==> config.mk <==
export PLATFORM = sky130hd
export DESIGN_NAME = hold_reg_fifo
export DESIGN_NICKNAME = d
export VERILOG_FILES = /design/src/rtl/hold_reg_pkg.sv /design/src/rtl/hold_reg_fifo_ctrl.sv /design/src/rtl/hold_reg_fifo.sv
export SDC_FILE = /design/constraint.sdc
export NUM_CORES = 1
export LEC_CHECK = 0
export ABC_CLOCK_PERIOD_IN_PS = 3100
export CAP_MARGIN = 10
export CELL_PAD_IN_SITES_DETAIL_PLACEMENT = 0
export CELL_PAD_IN_SITES_GLOBAL_PLACEMENT = 2
export CORE_MARGIN = 2
export CORE_UTILIZATION = 35
export CTS_CLUSTER_SIZE = 10
export DETAILED_ROUTE_END_ITERATION = 6
export HOLD_SLACK_MARGIN = 0.1
export PLACE_DENSITY = 0.79
export SYNTH_ARGS = -nofsm -noshare
export SYNTH_HDL_FRONTEND = slang
export SYNTH_SLANG_ARGS = --single-unit
==> constraint.sdc <==
create_clock -name clk -period 3.1 [get_ports clk]
set_input_delay 0.62 -clock clk [delete_from_list [all_inputs] [get_ports clk]]
set_output_delay 0.62 -clock clk [all_outputs]
set_load 0.03 [all_outputs]
==> src/rtl/hold_reg_pkg.sv <==
// hold_reg_pkg: shared defaults and helpers for the UART holding FIFO.
package hold_reg_pkg;

  localparam int UART_DATA_W     = 8;
  localparam int UART_HOLD_DEPTH = 4;

  // Pointer width for a given depth; never narrower than one bit.
  function automatic int ptr_width(input int depth);
    if (depth > 1) begin
      return $clog2(depth);
    end else begin
      return 1;
    end
  endfunction

endpackage

==> src/rtl/hold_reg_fifo_ctrl.sv <==
// hold_reg_fifo_ctrl: pointers, occupancy count, full/empty status and the
// sticky overrun flag of the holding FIFO.
// Optional macro HOLD_REG_FIFO_AFULL_EN adds AF_LEVEL and the afull output.
module hold_reg_fifo_ctrl
  import hold_reg_pkg::*;
#(
  parameter int DEPTH = UART_HOLD_DEPTH,
`ifdef HOLD_REG_FIFO_AFULL_EN
  parameter int AF_LEVEL = DEPTH - 1,
`endif
  parameter int AW = ptr_width(DEPTH)
) (
  input  logic          clk,
  input  logic          reset,
  input  logic          load,
  input  logic          rd,
  input  logic          clr_ovf,
  output logic          push,
  output logic [AW-1:0] wr_ptr,
  output logic [AW-1:0] rd_ptr_nxt,
  output logic          empty_nxt,
  output logic [AW:0]   count,
  output logic          empty,
  output logic          full,
`ifdef HOLD_REG_FIFO_AFULL_EN
  output logic          afull,
`endif
  output logic          ovf
);

  localparam logic [AW:0] DEPTH_C = (AW+1)'(DEPTH);
`ifdef HOLD_REG_FIFO_AFULL_EN
  localparam logic [AW:0] AF_C = (AW+1)'(AF_LEVEL);
  logic afull_d, afull_q;
`endif

  logic [AW-1:0] wr_ptr_d, wr_ptr_q, rd_ptr_d, rd_ptr_q;
  logic [AW:0]   count_d, count_q;
  logic          empty_d, empty_q, full_d, full_q, ovf_d, ovf_q;
  logic          pop;

  // Next-state for pointers, count, status; a full FIFO still accepts a
  // load when the same cycle pops, and a dropped load raises ovf.
  always_comb begin
    pop      = rd && !empty_q;
    push     = load && (!full_q || rd);
    wr_ptr_d = push ? (wr_ptr_q + AW'(1)) : wr_ptr_q;
    rd_ptr_d = pop ? (rd_ptr_q + AW'(1)) : rd_ptr_q;
    case ({push, pop})
      2'b10:   count_d = count_q + (AW+1)'(1);
      2'b01:   count_d = count_q - (AW+1)'(1);
      default: count_d = count_q;
    endcase
    if (load && full_q && !rd) begin
      ovf_d = 1'b1;
    end else if (clr_ovf) begin
      ovf_d = 1'b0;
    end else begin
      ovf_d = ovf_q;
    end
    empty_d = (count_d == (AW+1)'(0));
    full_d  = (count_d == DEPTH_C);
`ifdef HOLD_REG_FIFO_AFULL_EN
    afull_d = (count_d >= AF_C);
`endif
  end

  // Control state registers with synchronous reset.
  always_ff @(posedge clk) begin
    if (reset) begin
      wr_ptr_q <= '0;
      rd_ptr_q <= '0;
      count_q  <= '0;
      empty_q  <= 1'b1;
      full_q   <= 1'b0;
      ovf_q    <= 1'b0;
`ifdef HOLD_REG_FIFO_AFULL_EN
      afull_q  <= 1'b0;
`endif
    end else begin
      wr_ptr_q <= wr_ptr_d;
      rd_ptr_q <= rd_ptr_d;
      count_q  <= count_d;
      empty_q  <= empty_d;
      full_q   <= full_d;
      ovf_q    <= ovf_d;
`ifdef HOLD_REG_FIFO_AFULL_EN
      afull_q  <= afull_d;
`endif
    end
  end

  assign wr_ptr     = wr_ptr_q;
  assign rd_ptr_nxt = rd_ptr_d;
  assign empty_nxt  = empty_d;
  assign count      = count_q;
  assign empty      = empty_q;
  assign full       = full_q;
  assign ovf        = ovf_q;
`ifdef HOLD_REG_FIFO_AFULL_EN
  assign afull      = afull_q;
`endif

endmodule

==> src/rtl/hold_reg_fifo.sv <==
// hold_reg_fifo: DEPTH x WIDTH show-ahead holding FIFO for the UART data path.
// Q is registered from the post-edge head, so a word written into an empty
// FIFO is visible right after its load edge without a path from D to Q.
// Optional macro HOLD_REG_FIFO_AFULL_EN adds AF_LEVEL and the afull output.
module hold_reg_fifo
  import hold_reg_pkg::*;
#(
  parameter int WIDTH = UART_DATA_W,
  parameter int DEPTH = UART_HOLD_DEPTH,
`ifdef HOLD_REG_FIFO_AFULL_EN
  parameter int AF_LEVEL = DEPTH - 1,
`endif
  localparam int AW = ptr_width(DEPTH)
) (
  input  logic             clk,
  input  logic             reset,
  input  logic             load,
  input  logic [WIDTH-1:0] D,
  input  logic             rd,
  input  logic             clr_ovf,
  output logic [WIDTH-1:0] Q,
  output logic             empty,
  output logic             full,
  output logic [AW:0]      count,
`ifdef HOLD_REG_FIFO_AFULL_EN
  output logic             afull,
`endif
  output logic             ovf
);

  logic [WIDTH-1:0] mem_q [DEPTH];
  logic [WIDTH-1:0] q_d, q_q;
  logic             push_s, empty_nxt_s;
  logic [AW-1:0]    wr_ptr_s, rd_ptr_nxt_s;

  hold_reg_fifo_ctrl #(
    .DEPTH    (DEPTH),
`ifdef HOLD_REG_FIFO_AFULL_EN
    .AF_LEVEL (AF_LEVEL),
`endif
    .AW       (AW)
  ) u_ctrl (
    .clk        (clk),
    .reset      (reset),
    .load       (load),
    .rd         (rd),
    .clr_ovf    (clr_ovf),
    .push       (push_s),
    .wr_ptr     (wr_ptr_s),
    .rd_ptr_nxt (rd_ptr_nxt_s),
    .empty_nxt  (empty_nxt_s),
    .count      (count),
    .empty      (empty),
    .full       (full),
`ifdef HOLD_REG_FIFO_AFULL_EN
    .afull      (afull),
`endif
    .ovf        (ovf)
  );

  // Storage array write port; contents are deliberately not reset.
  always_ff @(posedge clk) begin
    if (push_s) begin
      mem_q[wr_ptr_s] <= D;
    end
  end

  // Head value as it will stand after this edge: zero when empty, the
  // incoming word when it lands in the head slot, otherwise stored data.
  always_comb begin
    if (empty_nxt_s) begin
      q_d = '0;
    end else if (push_s && (wr_ptr_s == rd_ptr_nxt_s)) begin
      q_d = D;
    end else begin
      q_d = mem_q[rd_ptr_nxt_s];
    end
  end

  // Registered head output.
  always_ff @(posedge clk) begin
    if (reset) begin
      q_q <= '0;
    end else begin
      q_q <= q_d;
    end
  end

  assign Q = q_q;

endmodule

==> Yosys cells after proc, flatten, opt, wreduce, memory -nomap -nowiden <==
Memories as Yosys holds them, arrays and structs flattened. A register that Yosys moved wholly into a read port is not among the register bits.
Cells that the tools add are included.
{ "classes": {"n_addsub": 4, "n_eq_ne": 3, "mux": 6, "n_reduce_logical": 11} }
{ "ops": {"columns": ["operator", "count"], "rows": [
  ["$pmux 3 s2", 1],
  ["$add 2x1->2 const B", 2],
  ["$logic_and 1x1->1", 4],
  ["$mux 1", 4],
  ["$add 3x1->3 const B", 1],
  ["$eq 3x3->1 const B", 1],
  ["$logic_not 1->1", 3],
  ["$logic_not 3->1", 1],
  ["$sub 3x1->3 const B", 1],
  ["$eq 2x1->1 const B", 1],
  ["$eq 2x2->1 const B", 1],
  ["$mux 2", 1],
  ["$reduce_bool 2->1", 1],
  ["$reduce_or 2->1", 1],
  ["$logic_or 1x1->1", 1]
]} }
{ "word_totals": {"register_bits": 10, "ram_bits": 32, "output_inout_bits": 14, "wordCells": 31, "memories": 1} }
{ "memory_table": {"columns": ["memory", "depth", "width", "rd", "rd_ports_with_merged_regs", "write_ports", "line_no", "source"], "rows": [
  ["mem_q", 4, 8, 1, 1, 1, "hold_reg_fifo.sv:31", "logic [WIDTH-1:0] mem_q [DEPTH];"]
]} }

==> Depth between registers and ports, before layout <==
{ "depth": {"word_depth": 7, "ltp_mapped": 12} }

==> Hierarchy <==
From an unflattened synthesis, not the netlist that was laid out.
{ "unflattened": {"hier_cells": 136, "hier_area_um2": 2043.2} }
{ "by_module_without_submodules": {"columns": ["mod", "n_inst", "cells_each", "area_each_um2", "seq_area_each_um2"], "rows": [
  ["hold_reg_fifo", 1, 87, 1576.5, 1121.1],
  ["hold_reg_fifo_ctrl", 1, 49, 466.7, 200.2]
]} }

==> Worst setup path before layout <==
OpenSTA, ideal clock, no wires.
{ "synth_timing": {"path_type": "input -> register", "startpoint": "input rd", "endpoint": "register q_q[0] (netlist: Q[0]), read port of mem_q", "setup_ps": 59, "t_arrival_ps": 2809, "required_time_ps": 3041, "slack_ps": 233, "stages": 12, "n_path_buf": 3, "path_cell_list": "nand2b_1 -> buf_6 -> inv_6 -> buf_12 -> buf_2 -> ha_1 -> fa_1 -> xnor2_1 -> or3_4 -> a31o_4 -> nor2_4 -> a22o_1"} }
{ "synth_via": {"elab_chain_len": 6, "elab_cells_between_ends": 9, "classes_between": "eq/ne (2); mux (2); reduce/logical (5)"} }
{ "synth_lines": {"columns": ["element", "line_no", "source"], "rows": [
  ["from (decl)", "hold_reg_fifo.sv:19", "input logic rd,"],
  ["$logic_or 1x1->1", "hold_reg_fifo_ctrl.sv:46", "push = load && (!full_q || rd);"],
  ["$logic_and 1x1->1", "hold_reg_fifo_ctrl.sv:46", null],
  ["$eq 2x1->1 / $eq 2x2->1 (equally long branches)", "hold_reg_fifo_ctrl.sv:49", "case ({push, pop})"],
  ["$pmux 3 s2", "hold_reg_fifo_ctrl.sv:49", null],
  ["$logic_not 3->1", "hold_reg_fifo_ctrl.sv:61", "empty_d = (count_d == (AW+1)'(0));"],
  ["$reduce_or 2->1 (no source line)", null, null],
  ["to (decl)", "hold_reg_fifo.sv:32", "logic [WIDTH-1:0] q_d, q_q;"]
]} }
Several ways; a longest one is shown, not always the timed one.
A chain may end at the register's enable or synchronous reset.

==> Worst setup path after layout <==
{ "layout_timing": {"startpoint": "input rd", "endpoint": "register q_q[3] (netlist: Q[3]), read port of mem_q"} }
Same word-level chain as after synthesis.

==> flow_summary.toml <==
[setup_path]
crit_end_category = "flip-flop"
cp.required_ps = 3360
cp_max_fo = 7
worst_path_class_setup = "input port to flip-flop"
critPathLaunchType = "input port"
critPathArrivalTime_ps = 3170

[yosys]
synthesis.area_sq_um = 2410
post-synth-top-area-fraction_pct = 39.8
post_synth_xor_area_fraction_pct = 2.95
ys_async_sr_fraction_pct = 0
synth_compound_area_share_pct = 17.3
synthMuxAreaShare_pct = 0.881
synth_edf_count = 32
yosys.area_share.adder_pct = 3.42
syn-instance-count = 196
syn_nets = 215
synth.lib_cells_used.distinct = 48
yosys_warnings = 0
yosysSeqAreaShare_pct = 54.7
synth_top_family_by_area = "compound AO/OA/AOI/OAI gates"
synthDominantAreaCellType = "edfxtp_1"
synthSimpleGateAreaFrac_pct = 15.6
synthTopCellsByArea = "edfxtp_1 (40%), dfxtp_1 (15%), a22o_1 (2.9%), nand3b_1 (2.8%), nor2_1 (2.8%)"
post_synth.cell_area_avg_sq_um = 12.3
ys_dominant_reg_cell = "edfxtp_1"
ys_ff_latch = 50

[run_status]
run_status = "completed"

[timing]
finClkSkew_ps = 8.63
final_setup_viols = 0
hold_viol_final = 0
period_minus_slack_ps = 2910
drv_slew = 0
slew-limit-headroom_pct = 56.0
fmax_mhz = 343
worst_pin_slew_ps = 659
timing.final.crit_share_pct = 93.9
rsz0062_at_grt = "false"
worst_hold_slack_ps = 475

[cells_and_area]
nFillCells = 637
fin_nets = 246
synthToLayoutAreaGrowth_pct = 18.4
final_core_utilization_pct = 42.6
drive_above_1_share_pct = 13.6
antenna-diode-count = 0
final_design_area_no_fill_sq_um = 2860

[route]
drc = 0
via_count = 1597
totalWireLength_microns = 4940
drt_pass1_iterations = 4
drt.antenna.violating_nets = 0
first_iter_violations = 117
wire_per_inst_microns = 16.0
detail_route.vias_per_cell = 5.19

[clock_network]
cts.reportedPaths.clkPinSlew_ps = 90
tritoncts = "built"
root_buffer = "clkbuf_8"
post_cts.resized_instances = 0
post_cts_setup_bufs = 0
ctsLongestPathBuffers = 2
post_cts_hold_fix_bufs = 0
cts_max_level = 2
clock_network_latency_to_the_later_pin_of_the_worst_skew_pair_ps = 310
cts_sinks = 50
cts_made_buffers = 5

[pwr]
powerDensity_nw_per_um2 = 700
p_leak_uw = 0.00101
worst_ir_drop_vdd_mv = 0.295

[floorplan]
core-area_sq_um = 6720
floorplan.initialDensity_pct = 35.9
die_y_microns = 87.1
floorplan.io_pins = 27
die-width_microns = 87.1
std_cell_rows = 30
fp.dieArea_sq_um = 7580

[grt]
global_route.usage.total_pct = 14.0
maximum_number_of_pins_on_one_net_before_global_route_repair = 29
globalRoute.totalOverflow = 0
grt_first_pass_wirelength_microns = 7890
first_global_vias = 1497
antenna_violations_before_repair = 0

[place]
gp_congestion = 0.735
detailed_place.area_sq_um = 2770
dpl.hpwl_microns = 3350
io_buffer_count = 26

[hold_path]
hold_path_class = "flip-flop to flip-flop"

[run]
max_cap_viol_count = 0
## worst max-delay path, stage by stage
cell             delay (ps)
clkdlybuf4s50_1         470
nand2b_1                120
and2_0                  150
inv_1                    50
ha_1                    220
fa_1                    390
xnor2_1                 150
or3_4                   340
a31o_4                  290
nor2_4                  200
a22o_1                  170
## path summary, 6_finish.rpt
kind / from / endpoint / slack (ps) / cells past startpoint
max: rd / Q[3] / 190 / 11
min: u_ctrl.ovf / u_ctrl.ovf / 470 / 2
max reg2reg: u_ctrl.full / Q[3] / 670 / 10
min reg2reg: u_ctrl.ovf / u_ctrl.ovf / 470 / 2
## synth_stat cells (5+ instances only)
master    count
a211o_1       7
ha_1          5
edfxtp_1     32
o311ai_1      5
nand3b_1      9
nor2_1       18
nor3_1        8
a211oi_1      7
buf_2         5
dfxtp_1      18
a22o_1        8
nor2b_1       9
a21oi_1      12
## per-stage QoR
stage | total power, uW | std cells | setup WS, ps | TNS [ps]
floorplan | 1400 | 196 | 233 | 0
global placement | 1640 | 300 | -68.5 | -456
detailed placement | 1640 | 300 | -120 | -814
CTS | 2030 | 308 | 187 | 0
global route | 2120 | 308 | 53.5 | 0
finish | 2000 | 308 | 188 | 0
## metal layers
metal,GRT usage [%],share of wire (%),vias up
li1,-,-,802
met1,18.8,49,774
met2,21.9,47,13
met3,2.75,2.3,8
met4,6.25,2.0,0
met5,0,0,-
## cells in the final DEF (no fill, tap or decap), types with 8 or more instances in the layout
cell | netlist | routed
a21oi_1 | 12 | 12
nor2b_1 | 9 | 9
clkdlybuf4s50_1 | 0 | 26
dfxtp_1 | 18 | 18
a22o_1 | 8 | 8
nor2_1 | 18 | 18
buf_4 | 2 | 13
nor3_1 | 8 | 8
edfxtp_1 | 32 | 32
nand3b_1 | 9 | 9
## state kept, by name, summed over array words and instances, names as in the netlist
| signal | flops |
|---|---|
| u_ctrl.empty | 1 |
| u_ctrl.ovf | 1 |
| Q | 8 |
| u_ctrl.rd_ptr_q | 2 |
| u_ctrl.wr_ptr | 2 |
| u_ctrl.full | 1 |
| mem_q | 32 |
| u_ctrl.count | 3 |
## area by class of cell
cell class	count	area [sq um]	area share [%]
Clock buffer	5	68.8	2.41
Inverter	4	20.0	0.700
Tap cell	80	100	3.50
Multi-Input combinational cell	127	968	33.9
Timing Repair Buffer	39	358	12.5
Clock inverter	3	23.8	0.831
Sequential cell	50	1320	46.2
## cells by family (layout without fill, tap and decap cells)
kind of cell,count (synthesis),in the layout
buf+inv,19,51
compound gates,51,51
simple gates,62,62
xor+xnor,6,6
mux,2,2
fa+ha+maj,6,6
flops,50,50
## where the power goes
part	switching, uW	internal, uW	total, uW	leakage [uW]
Sequential	61.5	796	858	0.000442
Clock	217	164	381	0.0000491
Combinational	421	343	765	0.000523
Total	700	1300	2000	0.00101
(Power assumes the default switching activity.)
==> variant (same settings) <==
`UART_HOLD_DEPTH`: 4 -> 8.
--- a/src/rtl/hold_reg_pkg.sv
+++ b/src/rtl/hold_reg_pkg.sv
@@ -2,7 +2,7 @@
 package hold_reg_pkg;
 
   localparam int UART_DATA_W     = 8;
-  localparam int UART_HOLD_DEPTH = 4;
+  localparam int UART_HOLD_DEPTH = 8;
 
   // Pointer width for a given depth; never narrower than one bit.
   function automatic int ptr_width(input int depth);
Ports: changed (resized count); port bits go from 27 to 28. The function was not compared with the original's and may differ.
==> variant against the unedited design <==
- cell count rose by 39%
- largest power group unchanged
- sequential cell count grew 35
- worst setup slack improved by 240 ps
- total power up 44%
- final area increased by 49%
- area after synthesis rose by 47%
- sequential power increased by 59%
- count of clock-buffer cells in the layout increased by 5
- wire length grew 45%
- non-clock buffer count rose by 6
==> variant: results (changes against the unedited design) <==
| Metric | Value |
|---|---|
| Seq/Total Area, Yosys | 0.658 (+0.111) |
| EDFF count, synth | 64 (+100%) |
| R2R cell count | 11 (+1) |
| Synth top area cells | edfxtp_1 (54%), dfxtp_1 (12%), mux2_2 (5.4%) |
| Max reg flops | 64 (+100%) |
| Crit-path max FO | 9 (+2) |
| Hold WS | 479 ps (+3.87 ps) |
| Peak Freq | 0.375 GHz (+9.1%) |
| Post-Synthesis Net Count | 262 (+22%) |
| Global-route usage over all layers | 0.140 (about the same) |
| Xor-xnor portion of the synthesized cell area | 0.0369 (+0.00737) |
| Clock Power Share | 0.251 (+0.061) |
| Syn Area/Cell | 14.6 um^2 (+18%) |
| Clock Skew | 10.5 ps (+1.85 ps) |
| Fillers | 905 (+42%) |
| DP Wirelength | 4410 um (+32%) |
| Outcome | complete, no violations |
| Post-Synth Adder-Cell Area | 0.0176 (-0.0166) |
| Worst R2R Setup Slack | 770 ps (+100 ps) |
| Final Non-Filler Cells | 429 (+39%) |
| Total CTS buffers | 9 (+4) |
| Flop pwr share | 0.471 (+0.043) |
| Place WS | 46.3 ps (+166 ps) |
| Post-placement cell count | 413 (+38%) |
| M2 GR Usage | 0.214 (-0.00431) |
| Max IR drop VDD | 0.000235 V (-20%) |
| M3 GR Usage | 0.0237 (-0.00378) |
| Compound-cell area share of the yosys netlist | 0.0657 (-0.107) |
| Leak | 0.00149 uW (+47%) |
| Routed met2 length | 3360 um (+45%) |
| Port Buffer Count | 27 (+3.8%) |
| H-tree depth | 3 (+1) |
| Critical Path AT | 2900 ps (-270 ps) |
| Global-route wire length before repair | 11,600 um (+47%) |
| NumNets Final | 309 (+26%) |
| Post-Route WL | 7160 um (+45%) |
| Largest net degree at the start of global routing | 34 (+17%) |
| RR Endpoint | Q[2] |
| Routed length on met3 | 227 um (+97%) |
| Vias | 2,129 (+33%) |
| Biggest register | mem_q |
| Vias in the first global route | 2,159 (+44%) |
| GPL Wtd Cong | 0.754 (+2.6%) |
| FF-to-FF Start | u_ctrl.empty |
| Top cells by count, synth | edfxtp_1 (64), dfxtp_1 (21), mux2_2 (17), o22ai_1 (17), mux2_1 (15) |
| Initial DRC Count | 172 (+47%) |
## variant: worst max-delay path, stage by stage
cell             delay [ps]
clkdlybuf4s50_1         470
nand2b_1                130
nand2_1                 110
ha_1                    240
xor2_1                  170
ha_1                    190
a21oi_1                 140
xor2_1                  160
nor2_1                   60
xnor2_1                 180
a31o_2                  360
a21oi_1                  80
## variant: final cells by class
class | instances | area (um^2) | share of cell area
clock buffers | 10 | 138 | 0.0322
clock inverters | 6 | 45.0 | 0.0106
inverters | 1 | 8.76 | 0.00205
multi-input cells | 149 | 1150 | 0.269
flip-flops and latches | 85 | 2340 | 0.549
well taps | 133 | 166 | 0.0390
repair buffers | 45 | 418 | 0.0979
## variant: stage by stage
step           instance area [um^2]  power (uW)
3_3_place_gp                   4090        2190
5_1_grt                        4270        3030
4_1_cts                        4270        2920
3_5_place_dp                   4090        2200
2_1_floorplan                  3560        1940
6_report                       4270        2890
